**src/rtl/usb_crc_pkg.sv**
```systemverilog
// rtl/usb_crc_pkg.sv - shared constants, state encoding and helpers for the USB CRC engine
package usb_crc_pkg;

    localparam logic [15:0] POLY16 = 16'h8005;
    localparam logic [4:0]  POLY5  = 5'h05;
    localparam logic [15:0] RES16  = 16'h800D;
    localparam logic [4:0]  RES5   = 5'h0C;
    localparam logic [15:0] INIT   = 16'hFFFF;

    // Append beat counter: CRC16 at one bit per beat needs 16 beats (index 0..15).
    localparam int CNT_W = 4;

    typedef enum logic [2:0] {
        IDLE   = 3'd0,
        ACCUM  = 3'd1,
        APPEND = 3'd2,
        CHECK  = 3'd3,
        DONE   = 3'd4
    } state_e;

    // Mirror a 16-bit word so the register MSB lands in bit 0 (first bit on the wire).
    function automatic logic [15:0] bitrev16(input logic [15:0] v);
        logic [15:0] r;
        r = '0;
        for (int i = 0; i < 16; i++) begin
            r[i] = v[15-i];
        end
        return r;
    endfunction

endpackage

```
**src/rtl/usb_crc_step.sv**
```systemverilog
// rtl/usb_crc_step.sv - one beat of CRC5/CRC16 update, DATA_W bits unrolled LSB-first
module usb_crc_step
    import usb_crc_pkg::*;
#(
    parameter int DATA_W = 1
)
(
    input  logic [15:0]       i_q,
    input  logic [DATA_W-1:0] i_din,
    input  logic              i_crc5,
    output logic [15:0]       o_q_next
);

    logic [15:0] w_q;
    logic        w_fb;

    // Shift each bit of the beat into the register, din[0] first; CRC5 lives in q[4:0].
    always_comb begin
        w_q  = i_q;
        w_fb = 1'b0;
        for (int b = 0; b < DATA_W; b++) begin
            if (i_crc5) begin
                w_fb = i_din[b] ^ w_q[4];
                w_q  = {11'b0, w_q[3:0], 1'b0} ^ (w_fb ? {11'b0, POLY5} : 16'h0000);
            end else begin
                w_fb = i_din[b] ^ w_q[15];
                w_q  = {w_q[14:0], 1'b0} ^ (w_fb ? POLY16 : 16'h0000);
            end
        end
        o_q_next = w_q;
    end

endmodule

```
**src/rtl/usb_crc_engine.sv**
```systemverilog
// rtl/usb_crc_engine.sv - USB CRC5/CRC16 generator (TX append) and checker (RX residual)
module usb_crc_engine
    import usb_crc_pkg::*;
#(
    parameter int DATA_W = 1
)
(
    input  logic              clk_c,
    input  logic              reset,
    input  logic              halt_tx,
    input  logic              start,
    input  logic              mode_tx,
    input  logic              crc5_sel,
    input  logic              din_valid,
    input  logic [DATA_W-1:0] din,
    input  logic              din_last,
    output logic              dout_valid,
    output logic [DATA_W-1:0] dout,
    output logic              dout_last,
    output logic [15:0]       crc_out,
    output logic              busy,
    output logic              done,
    output logic              error
);

    if (!(DATA_W == 1 || DATA_W == 2 || DATA_W == 4 || DATA_W == 8)) begin : g_bad_width
        $error("usb_crc_engine: DATA_W must be 1, 2, 4 or 8");
    end

    localparam int NB16 = 16 / DATA_W;
    localparam int NB5  = (5 + DATA_W - 1) / DATA_W;
    localparam logic [CNT_W-1:0] LAST16 = CNT_W'(NB16 - 1);
    localparam logic [CNT_W-1:0] LAST5  = CNT_W'(NB5 - 1);

    state_e             r_state;
    state_e             w_next_state;
    logic [15:0]        r_q;
    logic [15:0]        w_q_next;
    logic               r_mode_tx;
    logic               r_crc5;
    logic [CNT_W-1:0]   r_cnt;
    logic [DATA_W-1:0]  r_dout;
    logic               r_dout_valid;
    logic               r_dout_last;
    logic               r_done;
    logic               r_error;
    logic               w_busy;
    logic [15:0]        w_rev;
    logic [15:0]        w_crc_out;
    logic [4:0]         w_shamt;
    logic [DATA_W-1:0]  w_crc_beat;
    logic               w_last_beat;

    usb_crc_step #(.DATA_W(DATA_W)) u_step (
        .i_q      (r_q),
        .i_din    (din),
        .i_crc5   (r_crc5),
        .o_q_next (w_q_next)
    );

    // Complemented, wire-order CRC; CRC5 bits come from q[4:0] only.
    assign w_rev       = bitrev16(r_q);
    assign w_crc_out   = r_crc5 ? {11'b0, ~w_rev[15:11]} : ~w_rev;
    assign w_shamt     = 5'(32'(r_cnt) * DATA_W);
    assign w_crc_beat  = DATA_W'(w_crc_out >> w_shamt);
    assign w_last_beat = (r_cnt == (r_crc5 ? LAST5 : LAST16));

    // State register.
    always_ff @(posedge clk_c) begin
        if (reset) begin
            r_state <= IDLE;
        end else begin
            r_state <= w_next_state;
        end
    end

    // Next state: halt freezes, start restarts from any state.
    always_comb begin
        w_next_state = r_state;
        if (!halt_tx) begin
            if (start) begin
                w_next_state = ACCUM;
            end else begin
                case (r_state)
                    IDLE:    w_next_state = IDLE;
                    ACCUM:   if (din_valid && din_last) w_next_state = r_mode_tx ? APPEND : CHECK;
                    APPEND:  if (w_last_beat) w_next_state = DONE;
                    CHECK:   w_next_state = DONE;
                    DONE:    w_next_state = IDLE;
                    default: w_next_state = IDLE;
                endcase
            end
        end
    end

    // State-decoded outputs.
    always_comb begin
        w_busy = 1'b0;
        case (r_state)
            ACCUM, APPEND, CHECK: w_busy = 1'b1;
            default:              w_busy = 1'b0;
        endcase
    end

    // CRC register, append counter and registered outputs.
    always_ff @(posedge clk_c) begin
        if (reset) begin
            r_q          <= INIT;
            r_mode_tx    <= 1'b0;
            r_crc5       <= 1'b0;
            r_cnt        <= '0;
            r_dout       <= '0;
            r_dout_valid <= 1'b0;
            r_dout_last  <= 1'b0;
            r_done       <= 1'b0;
            r_error      <= 1'b0;
        end else if (!halt_tx) begin
            if (start) begin
                r_q          <= INIT;
                r_mode_tx    <= mode_tx;
                r_crc5       <= crc5_sel;
                r_cnt        <= '0;
                r_dout_valid <= 1'b0;
                r_dout_last  <= 1'b0;
                r_done       <= 1'b0;
                r_error      <= 1'b0;
            end else begin
                case (r_state)
                    ACCUM: begin
                        r_dout_valid <= din_valid;
                        r_dout_last  <= din_valid & din_last & ~r_mode_tx;
                        if (din_valid) begin
                            r_dout <= din;
                            r_q    <= w_q_next;
                        end
                    end
                    APPEND: begin
                        r_dout_valid <= 1'b1;
                        r_dout       <= w_crc_beat;
                        r_dout_last  <= w_last_beat;
                        r_cnt        <= r_cnt + CNT_W'(1);
                        if (w_last_beat) r_done <= 1'b1;
                    end
                    CHECK: begin
                        r_dout_valid <= 1'b0;
                        r_dout_last  <= 1'b0;
                        r_done       <= 1'b1;
                        r_error      <= r_crc5 ? (r_q[4:0] != RES5) : (r_q != RES16);
                    end
                    default: begin
                        r_dout_valid <= 1'b0;
                        r_dout_last  <= 1'b0;
                    end
                endcase
            end
        end
    end

    assign dout_valid = r_dout_valid;
    assign dout       = r_dout;
    assign dout_last  = r_dout_last;
    assign crc_out    = w_crc_out;
    assign busy       = w_busy;
    assign done       = r_done;
    assign error      = r_error;

endmodule
```
**config.mk**
```make
export PLATFORM = sky130hd
export DESIGN_NAME = usb_crc_engine
export DESIGN_NICKNAME = d
export VERILOG_FILES = /design/src/rtl/usb_crc_pkg.sv /design/src/rtl/usb_crc_step.sv /design/src/rtl/usb_crc_engine.sv
export SDC_FILE = /design/constraint.sdc
export NUM_CORES = 1
export LEC_CHECK = 0
export CORE_UTILIZATION = 59
export CTS_BUF_LIST = sky130_fd_sc_hd__clkbuf_4 sky130_fd_sc_hd__clkbuf_8
export CTS_CLUSTER_DIAMETER = 40
export DETAILED_ROUTE_END_ITERATION = 7
export PLACE_DENSITY = 0.86
export SKIP_LAST_GASP = 1
export SYNTH_ARGS = -nofsm -noshare
export SYNTH_HDL_FRONTEND = slang
export SYNTH_HIERARCHICAL = 1
export SYNTH_SLANG_ARGS = --single-unit
```
**constraint.sdc**
```tcl
create_clock -name clk_c -period 2.2 [get_ports clk_c]
set_input_delay 0.55 -clock clk_c [delete_from_list [all_inputs] [get_ports clk_c]]
set_output_delay 0.55 -clock clk_c [all_outputs]
set_load 0.02 [all_outputs]
```
==> results.yml, run 1 <==
global_route:
  grt-ovfl-total: 0
  grt_pass1_vias: 1499
  track_usage: 0.284
  grt_max_degree: 27
  grt_pass1_wl_um: 7040
  grt_antenna_before_repair: 0
timing:
  report.final.slew_viol_count: 0
  worst_pin_slew_ns: 0.593
  finalHoldViolCount: 0
  fin_crit_ns: 2.13
  tns_ns: 0
  holdWs_ns: 0.475
  final-setup-viol-count: 0
  rsz0062_at_grt: "no"
  clock_skew_ns: 0.0110
  slew_headroom: 0.603
  fmax_ghz: 0.470
  finalCritPeriodShare: 0.966
placement:
  globalplace.congestion: 0.912
  hpwl_um: 3120
  io_buffer_count: 30
logic_synthesis:
  synth_flop_cell: "dfxtp_1"
  ys_async_sr_fraction: 0
  synth-seq-cells: 30
  synthesis.instances: 227
  yosys.area.top_type: "dfxtp_1"
  ys_seq_area_frac: 0.332
  yosysWarnings: 6
  postSynthAreaPerCell_um2: 7.98
  synth_edf_count: 0
  synth_area_leaders: "dfxtp_1, nand2_1, mux2i_1, nor2_1, nand3_1"
  synth.distinct_cells: 50
  synth_nets: 237
  syn_area_um2: 1810
  yosysTopAreaCellShare: 0.332
die:
  die_x_um: 57.4
  die_area_um2: 3290
  start_util: 0.640
  ios: 31
  die_h_um: 57.4
  num_rows: 19
  core-area_um2: 2830
detailed_routing:
  drt_pass1_iterations: 7
  routed_wl_um: 4330
  ant_nets: 0
  drc: 1
  vias_per_cell: 6.02
  wire_per_inst_um: 14.9
  drt_iter0_drc: 101
  vias: 1745
worst_setup_path:
  critPathRequiredTime_ns: 1.65
  cp.buffers_inverters: 2
  slowest_delay_ns: 0.61
  crit_slowest_cell: "clkdlybuf4s50_1"
  path_class: "reg2out"
  worst_ep_arrival_time_ns: 1.58
  crit_chain: "buf_12, nor2_1, clkdlybuf4s50_1"
  crit_path_end_kind: "primary output"
  regToRegSetupSlack_ns: 0.41
  critPathLaunchType: "flop"
  cp_max_fo: 26
  critPathTopFamily: "buffers and inverters"
clock_tree:
  path_clk_slew_ns: 0.09
  cts_buffers: 5
  clk_root_buffer_cell: "clkbuf_4"
  clk_latency_ns: 0.35
  clockBufferDepth: 2
  cts_num_sinks: 30
  cts_tree: "done"
  htreeDepth: 2
power_and_ir_drop:
  powerDensity_nw_per_um2: 514
  total_power_mw: 1.13
  leakage_nw: 0.893
  irDropWorstVdd_mv: 0.437
cells_and_area:
  nets: 268
  area_growth_pct: 21.0
  final_layout_size_suffix_gt1_frac: 0.131
  utilization: 0.774
  diodes: 0
  nFillCells: 195
status:
  violations: "design-rule violations"
  run_status: "complete, but fails checks"
hold_path:
  hp-class: "reg2reg"
run:
  maxCapViolCount: 0
-- synth_stat cells (2+ instances only) --
master / count
a211oi_1: 2
a21oi_1: 9
clkbuf_1: 6
nor2_1: 30
nand4_1: 3
buf_2: 4
o21ai_0: 3
buf_4: 4
nand2b_1: 3
buf_6: 4
inv_1: 5
dfxtp_1: 30
nor2b_1: 13
mux2i_1: 12
xnor2_1: 2
nand2_1: 39
and3_1: 2
nor4_1: 3
nand3_1: 22
-- logic make-up (layout without fill, tap and decap cells) --
logic type / count (synthesis) / after routing / share of synthesized area
mux: 15 / 15 / 0.0926
xor+xnor: 4 / 4 / 0.0270
flops: 30 / 30 / 0.332
fa+ha+maj: 1 / 1 / 0.00691
buf+inv: 23 / 55 / 0.0753
compound gates: 31 / 31 / 0.133
simple gates: 123 / 123 / 0.333
-- layout by cell type (no fill, tap or decap), types with 2 or more instances in the layout --
| cell type | netlist | final |
|---|---|---|
| nand2_1 | 39 | 39 |
| nor2_1 | 30 | 30 |
| dfxtp_1 | 30 | 28 |
| nand3_1 | 22 | 22 |
| clkdlybuf4s50_1 | 0 | 22 |
| nor2b_1 | 13 | 13 |
| mux2i_1 | 12 | 12 |
| buf_4 | 4 | 11 |
| a21oi_1 | 9 | 9 |
| dlygate4sd2_1 | 0 | 8 |
| clkbuf_4 | 0 | 6 |
| inv_1 | 5 | 5 |
| o21ai_0 | 3 | 3 |
| nand4_1 | 3 | 3 |
| nand2b_1 | 3 | 3 |
| nor4_1 | 3 | 3 |
| and3_1 | 2 | 2 |
| a211oi_1 | 2 | 2 |
| dfxtp_2 | 0 | 2 |
| xnor2_1 | 2 | 2 |
-- worst reg2reg max path: stages (launching register included) --
cell,delay (ns)
dfxtp_1,0.62
mux2_1,0.39
nor3b_1,0.30
o221ai_2,0.15
a311oi_2,0.26
-- power by group --
| part | switching [mW] | internal (mW) |
|---|---|---|
| registers | 0.0191 | 0.557 |
| logic | 0.0969 | 0.0860 |
| clock network | 0.200 | 0.167 |
| total | 0.316 | 0.810 |
-- flip-flops by register name, indices dropped and copies added, names as in the netlist --
register,count
done,1
dout,1
dout_last,1
dout_valid,1
error,1
r_cnt,4
r_crc5,1
r_mode_tx,1
r_q,16
r_state,3
-- layer usage --
layer	wire length, um	GRT usage	vias up
met5	0	0	-
met4	61	0.139	0
met3	298	0.0544	7
met2	1970	0.412	67
met1	2010	0.403	821
li1	-	-	850
-- layout make-up --
cell class	count	area [um^2]	area share
Multi-Input combinational cell	174	1070	0.490
Sequential cell	30	603	0.275
Timing Repair Buffer	42	393	0.179
Clock buffer	7	58.8	0.0268
Inverter	5	18.8	0.00857
Clock inverter	1	5.00	0.00228
Tap cell	31	38.8	0.0177
-- worst paths after layout --
check,start,endpoint,depth (start not counted)
max reg2reg,r_cnt[0],dout,4
max,r_crc5,crc_out[13],3
min reg2reg,dout_last,dout_last,2
min,dout_last,dout_last,2
-- per-stage QoR --
stage	instances	area, um^2	worst slack (ns)
6_report	290	2190	0.0745
5_1_grt	290	2190	0.0183
4_1_cts	290	2190	0.0571
3_5_place_dp	282	2130	0.0999
3_3_place_gp	282	2130	0.163
2_1_floorplan	227	1810	0.468
-- what timing repair did --
action	CTS	global route
hold buffers	0	0
gates cloned	0	0
gates resized for setup	8	2
setup buffers	0	0
pin swaps	0	0
setup endpoints to repair	8	1
Note: power is estimated with default switching activity, not from simulation.
==> run 2: changes to the inputs <==
- clock period: 2.2 -> 2.65 ns (I/O delays scaled with it)
==> run 2 against run 1 <==
The run still ends with design-rule violations left. Utilization shrank 2.2 points. Sequential power is 16% lower. Non-clock buffer count is 6 lower. Wire length fell by 2.4%. Count of clock-buffer cells in the layout stayed put. Combinational power is 22% lower. Setup slack better by 0.021 ns. Clock skew shrank 0.0058 ns. Die area stayed put. Cell count shrank 2.4%. Total power shrank 20%.
==> results.yml, run 2 (synthesis results as in run 1) <==
timing:
  final-setup-viol-count: 0
  report.final.slew_viol_count: 0
  worst_pin_slew_ns: 0.583
  tns_ns: 0
  slew_headroom: 0.611
  rsz0062_at_grt: "no"
  fin_crit_ns: 2.55
  finalHoldViolCount: 0
  clock_skew_ns: 0.00516
  finalCritPeriodShare: 0.964
  fmax_ghz: 0.391
clock_tree:
  clk_latency_ns: 0.33
  clockBufferDepth: 2
  ctsHoldBuffers: 0
  cts_tree: "done"
  post_cts_buffers: 0
  cts_resized: 0
  htreeDepth: 2
  path_clk_slew_ns: 0.09
  cts_num_sinks: 30
  cts_buffers: 5
  clk_root_buffer_cell: "clkbuf_4"
placement:
  dpl.cell_count: 276
  place_area_um2: 2080
  io_buffer_count: 30
  globalplace.congestion: 0.878
  hpwl_um: 2960
die:
  num_rows: 19
  die_area_um2: 3290
  die_h_um: 57.4
  start_util: 0.640
  core-area_um2: 2830
  ios: 31
  die_x_um: 57.4
cells_and_area:
  diodes: 0
  largest_register_ffs: 16
  nFillCells: 226
  utilization: 0.753
  nets: 262
  stdcell_area_um2: 2130
  top_regs: "r_q (16), r_cnt (4), r_state (3)"
  final_layout_size_suffix_gt1_frac: 0.0992
  final_common_cell: "nand2_1"
  top_register: "r_q"
  final-instance-count-excl-fill: 283
  final_cell_mix: "nand2_1, nor2_1, dfxtp_1, clkdlybuf4s50_1, nand3_1"
  area_growth_pct: 17.6
detailed_routing:
  top_layer: "met4"
  vias: 1701
  ant_nets: 0
  drc: 1
  routed-wl-met2_um: 1820
  wire_per_inst_um: 14.9
  routed_wl_um: 4230
  wl_met1_um: 1950
  wl_met3_um: 327
  vias_per_cell: 6.01
  drt_pass1_iterations: 6
  drt_iter0_drc: 88
hold_path:
  hp-class: "reg2reg"
worst_setup_path:
  crit_end: "crc_out[2]"
  rr_endpoint: "r_state[0]"
  worst_ep_arrival_time_ns: 1.89
  crit_path_end_kind: "primary output"
  critPathRequiredTime_ns: 1.99
  regToRegSetupSlack_ns: 0.79
  critPathLaunchType: "flop"
  rr_startpoint: "r_crc5"
  path_class: "reg2out"
  startpoint: "r_crc5"
  reg2reg_depth: 5
  cp_max_fo: 9
global_route:
  grt-ovfl-total: 0
  grt_antenna_before_repair: 0
  grt_max_degree: 22
  grt_pass1_vias: 1505
  track_usage: 0.283
  grt_pass1_wl_um: 7040
power_and_ir_drop:
  powerDensity_nw_per_um2: 420
  leakage_nw: 0.816
  total_power_mw: 0.895
  irDropWorstVdd_mv: 0.323
status:
  run_status: "complete, but fails checks"
  violations: "design-rule violations"
run:
  maxCapViolCount: 0
## run 2: per-layer routing
| layer | GRT usage | vias up |
|---|---|---|
| li1 | - | 834 |
| met1 | 0.401 | 775 |
| met2 | 0.390 | 76 |
| met3 | 0.0703 | 16 |
| met4 | 0.157 | 0 |
| met5 | 0 | - |
## run 2: cell type report
class                           count  area (um^2)  share of cell area
Clock buffer                        7         52.6              0.0247
Multi-Input combinational cell    174         1070               0.504
Timing Repair Buffer               36          345               0.162
Sequential cell                    30          601               0.282
Inverter                            5         18.8             0.00881
Tap cell                           31         38.8              0.0182
## run 2: stage by stage
step	hold WS, ns	worst slack [ns]
2_1_floorplan	0.468	0.895
3_3_place_gp	0.458	0.325
3_5_place_dp	0.456	0.231
4_1_cts	0.484	0.0763
5_1_grt	0.505	0.00925
6_report	0.476	0.0950
## run 2: how the worst min path moves through the flow
stage / from / to / depth (start not counted)
5_1_grt: dout_last / dout_last / 2
3_5_place_dp: done / done / 1
6_report: done / done / 1
3_3_place_gp: done / done / 1
2_1_floorplan: r_q[12] / r_q[12] / 2
4_1_cts: done / done / 1
## run 2: where the power goes
part           internal, mW  leakage (nW)  switching [mW]
Combinational        0.0678         0.540          0.0755
Sequential            0.462         0.244          0.0187
Clock                 0.120        0.0322           0.151
Total                 0.650         0.816           0.245
## run 2: worst max-delay path, cell delays in order, from the launching register on
cell,delay (ns)
dfxtp_1,0.60
mux2i_1,0.31
clkdlybuf4s50_1,0.65
==> run 3: changes to the inputs <==
--- a/config.mk
+++ b/config.mk
@@ -8,5 +8,5 @@
 export CORE_UTILIZATION = 59
 export CTS_BUF_LIST = sky130_fd_sc_hd__clkbuf_4 sky130_fd_sc_hd__clkbuf_8
-export CTS_CLUSTER_DIAMETER = 40
+export CTS_CLUSTER_DIAMETER = 30
 export DETAILED_ROUTE_END_ITERATION = 7
 export PLACE_DENSITY = 0.86
==> constraint.sdc (replaced) <==
create_clock -name clk_c -period 2.65 [get_ports clk_c]
set_input_delay 0.6625 -clock clk_c [delete_from_list [all_inputs] [get_ports clk_c]]
set_output_delay 0.6625 -clock clk_c [all_outputs]
set_load 0.01 [all_outputs]
==> run 3 against run 2 <==
The run still ends with design-rule violations left. Maximum frequency grew 4.2%. Sequential power about the same. First-iteration DRC count is 11% lower. Critical endpoint unchanged.
==> results.yml, run 3 (synthesis results as in run 1) <==
run:
  maxCapViolCount: 0
global_route:
  met3_usage: 0.0499
  track_usage: 0.282
  grt_pass1_wl_um: 7010
  use_met2: 0.399
  grt_max_degree: 17
  grt_pass1_vias: 1484
  top_usage_layer: "met1"
  grt_antenna_before_repair: 0
  grt-ovfl-total: 0
  use_met1: 0.414
worst_setup_path:
  crit_end: "crc_out[2]"
  slowest_delay_ns: 0.59
  worst_ep_arrival_time_ns: 1.79
  critPathRequiredTime_ns: 1.99
  crit_chain: "mux2i_1, clkdlybuf4s50_1"
  reg2reg_depth: 4
  crit_path_end_kind: "primary output"
  critPathLaunchType: "flop"
  path_class: "reg2out"
  cp_max_fo: 15
  startpoint: "r_crc5"
  crit_slowest_cell: "clkdlybuf4s50_1"
  rr_startpoint: "r_cnt[0]"
  rr_endpoint: "dout"
  regToRegSetupSlack_ns: 0.80
cells_and_area:
  final_common_cell: "nand2_1"
  largest_register_ffs: 16
  final_cell_mix: "nand2_1, nor2_1, clkdlybuf4s50_1, dfxtp_1, nand3_1"
  area_growth_pct: 18.1
  top_regs: "r_q (16), r_cnt (4), r_state (3)"
  nets: 263
  final-instance-count-excl-fill: 284
  final_layout_size_suffix_gt1_frac: 0.107
  top_register: "r_q"
  utilization: 0.756
  stdcell_area_um2: 2140
  diodes: 0
clock_tree:
  clockBufferDepth: 2
  path_clk_slew_ns: 0.09
  cts_buffers: 5
  clk_root_buffer_cell: "clkbuf_4"
  cts_num_sinks: 30
  post_cts_buffers: 0
  clk_latency_ns: 0.35
  htreeDepth: 2
  ctsHoldBuffers: 0
  cts_tree: "done"
power_and_ir_drop:
  irDropWorstVdd_mv: 0.404
  leakage_nw: 0.821
  powerDensity_nw_per_um2: 420
timing:
  holdWs_ns: 0.480
  finalCritPeriodShare: 0.925
  worst_pin_slew_ns: 0.549
  report.final.slew_viol_count: 0
  fmax_ghz: 0.408
  fin_crit_ns: 2.45
  clock_skew_ns: 0.0117
  final-setup-viol-count: 0
  finalHoldViolCount: 0
  tns_ns: 0
  slew_headroom: 0.633
  rsz0062_at_grt: "no"
placement:
  globalplace.congestion: 0.888
  dpl.cell_count: 277
  io_buffer_count: 30
  hpwl_um: 2980
  place_area_um2: 2080
status:
  run_status: "complete, but fails checks"
  violations: "design-rule violations"
detailed_routing:
  drt_pass1_iterations: 6
  vias: 1677
  wire_per_inst_um: 14.9
  ant_nets: 0
  routed_wl_um: 4230
  drt_iter0_drc: 78
  drc: 1
  vias_per_cell: 5.90
die:
  start_util: 0.640
  ios: 31
  num_rows: 19
  core-area_um2: 2830
  die_area_um2: 3290
  die_h_um: 57.4
  die_x_um: 57.4
hold_path:
  hp-class: "reg2reg"
-- run 3: cell types whose count changed in the layout (fill, tap and decap cells not counted), sizes merged --
cell	delta
buf	+1
-- run 3: layer usage --
layer  routed length, um  up-vias
met1                2080      777
met3                 220        8
met5                   0        -
li1                    -      845
met4                  80        0
met2                1850       47
-- run 3: power by group --
group / total [mW] / switching [mW] / leakage (nW) / internal (mW)
sequential: 0.482 / 0.0197 / 0.244 / 0.462
combinational: 0.136 / 0.0676 / 0.545 / 0.0686
clock: 0.279 / 0.159 / 0.0322 / 0.120
total: 0.897 / 0.246 / 0.821 / 0.651
-- run 3: stage by stage --
step | total power, mW | setup slack [ns]
2_1_floorplan | 0.577 | 0.963
3_3_place_gp | 0.624 | 0.387
3_5_place_dp | 0.626 | 0.340
4_1_cts | 0.896 | 0.000330
5_1_grt | 0.930 | 0.146
6_report | 0.897 | 0.199
-- run 3: how the worst min path moves through the flow --
| stage | from | to | slack [ns] | depth (start not counted) |
|---|---|---|---|---|
| 6_report | done | done | 0.48 | 1 |
| 4_1_cts | done | done | 0.48 | 1 |
| 3_3_place_gp | done | done | 0.46 | 1 |
| 3_5_place_dp | done | done | 0.46 | 1 |
| 2_1_floorplan | r_q[12] | r_q[12] | 0.47 | 2 |
| 5_1_grt | error | error | 0.51 | 2 |
-- run 3: area by class of cell --
cell class | instances | area (um^2)
Timing Repair Buffer | 37 | 353
Fill cell | 227 | 691
Inverter | 5 | 18.8
Multi-Input combinational cell | 174 | 1070
Clock buffer | 7 | 52.6
Sequential cell | 30 | 602
Tap cell | 31 | 38.8
-- run 3: repair_timing --
action / in CTS / in global routing
setup endpoints to repair: 0 / 4
hold endpoints to repair: 0 / 0
gates resized for setup: 0 / 1
-- run 3: critical path: cells and delay by family, from the launching register on --
kind,cells,cell delay [ns]
flops,1,0.54
buf+inv,1,0.59
mux,1,0.31
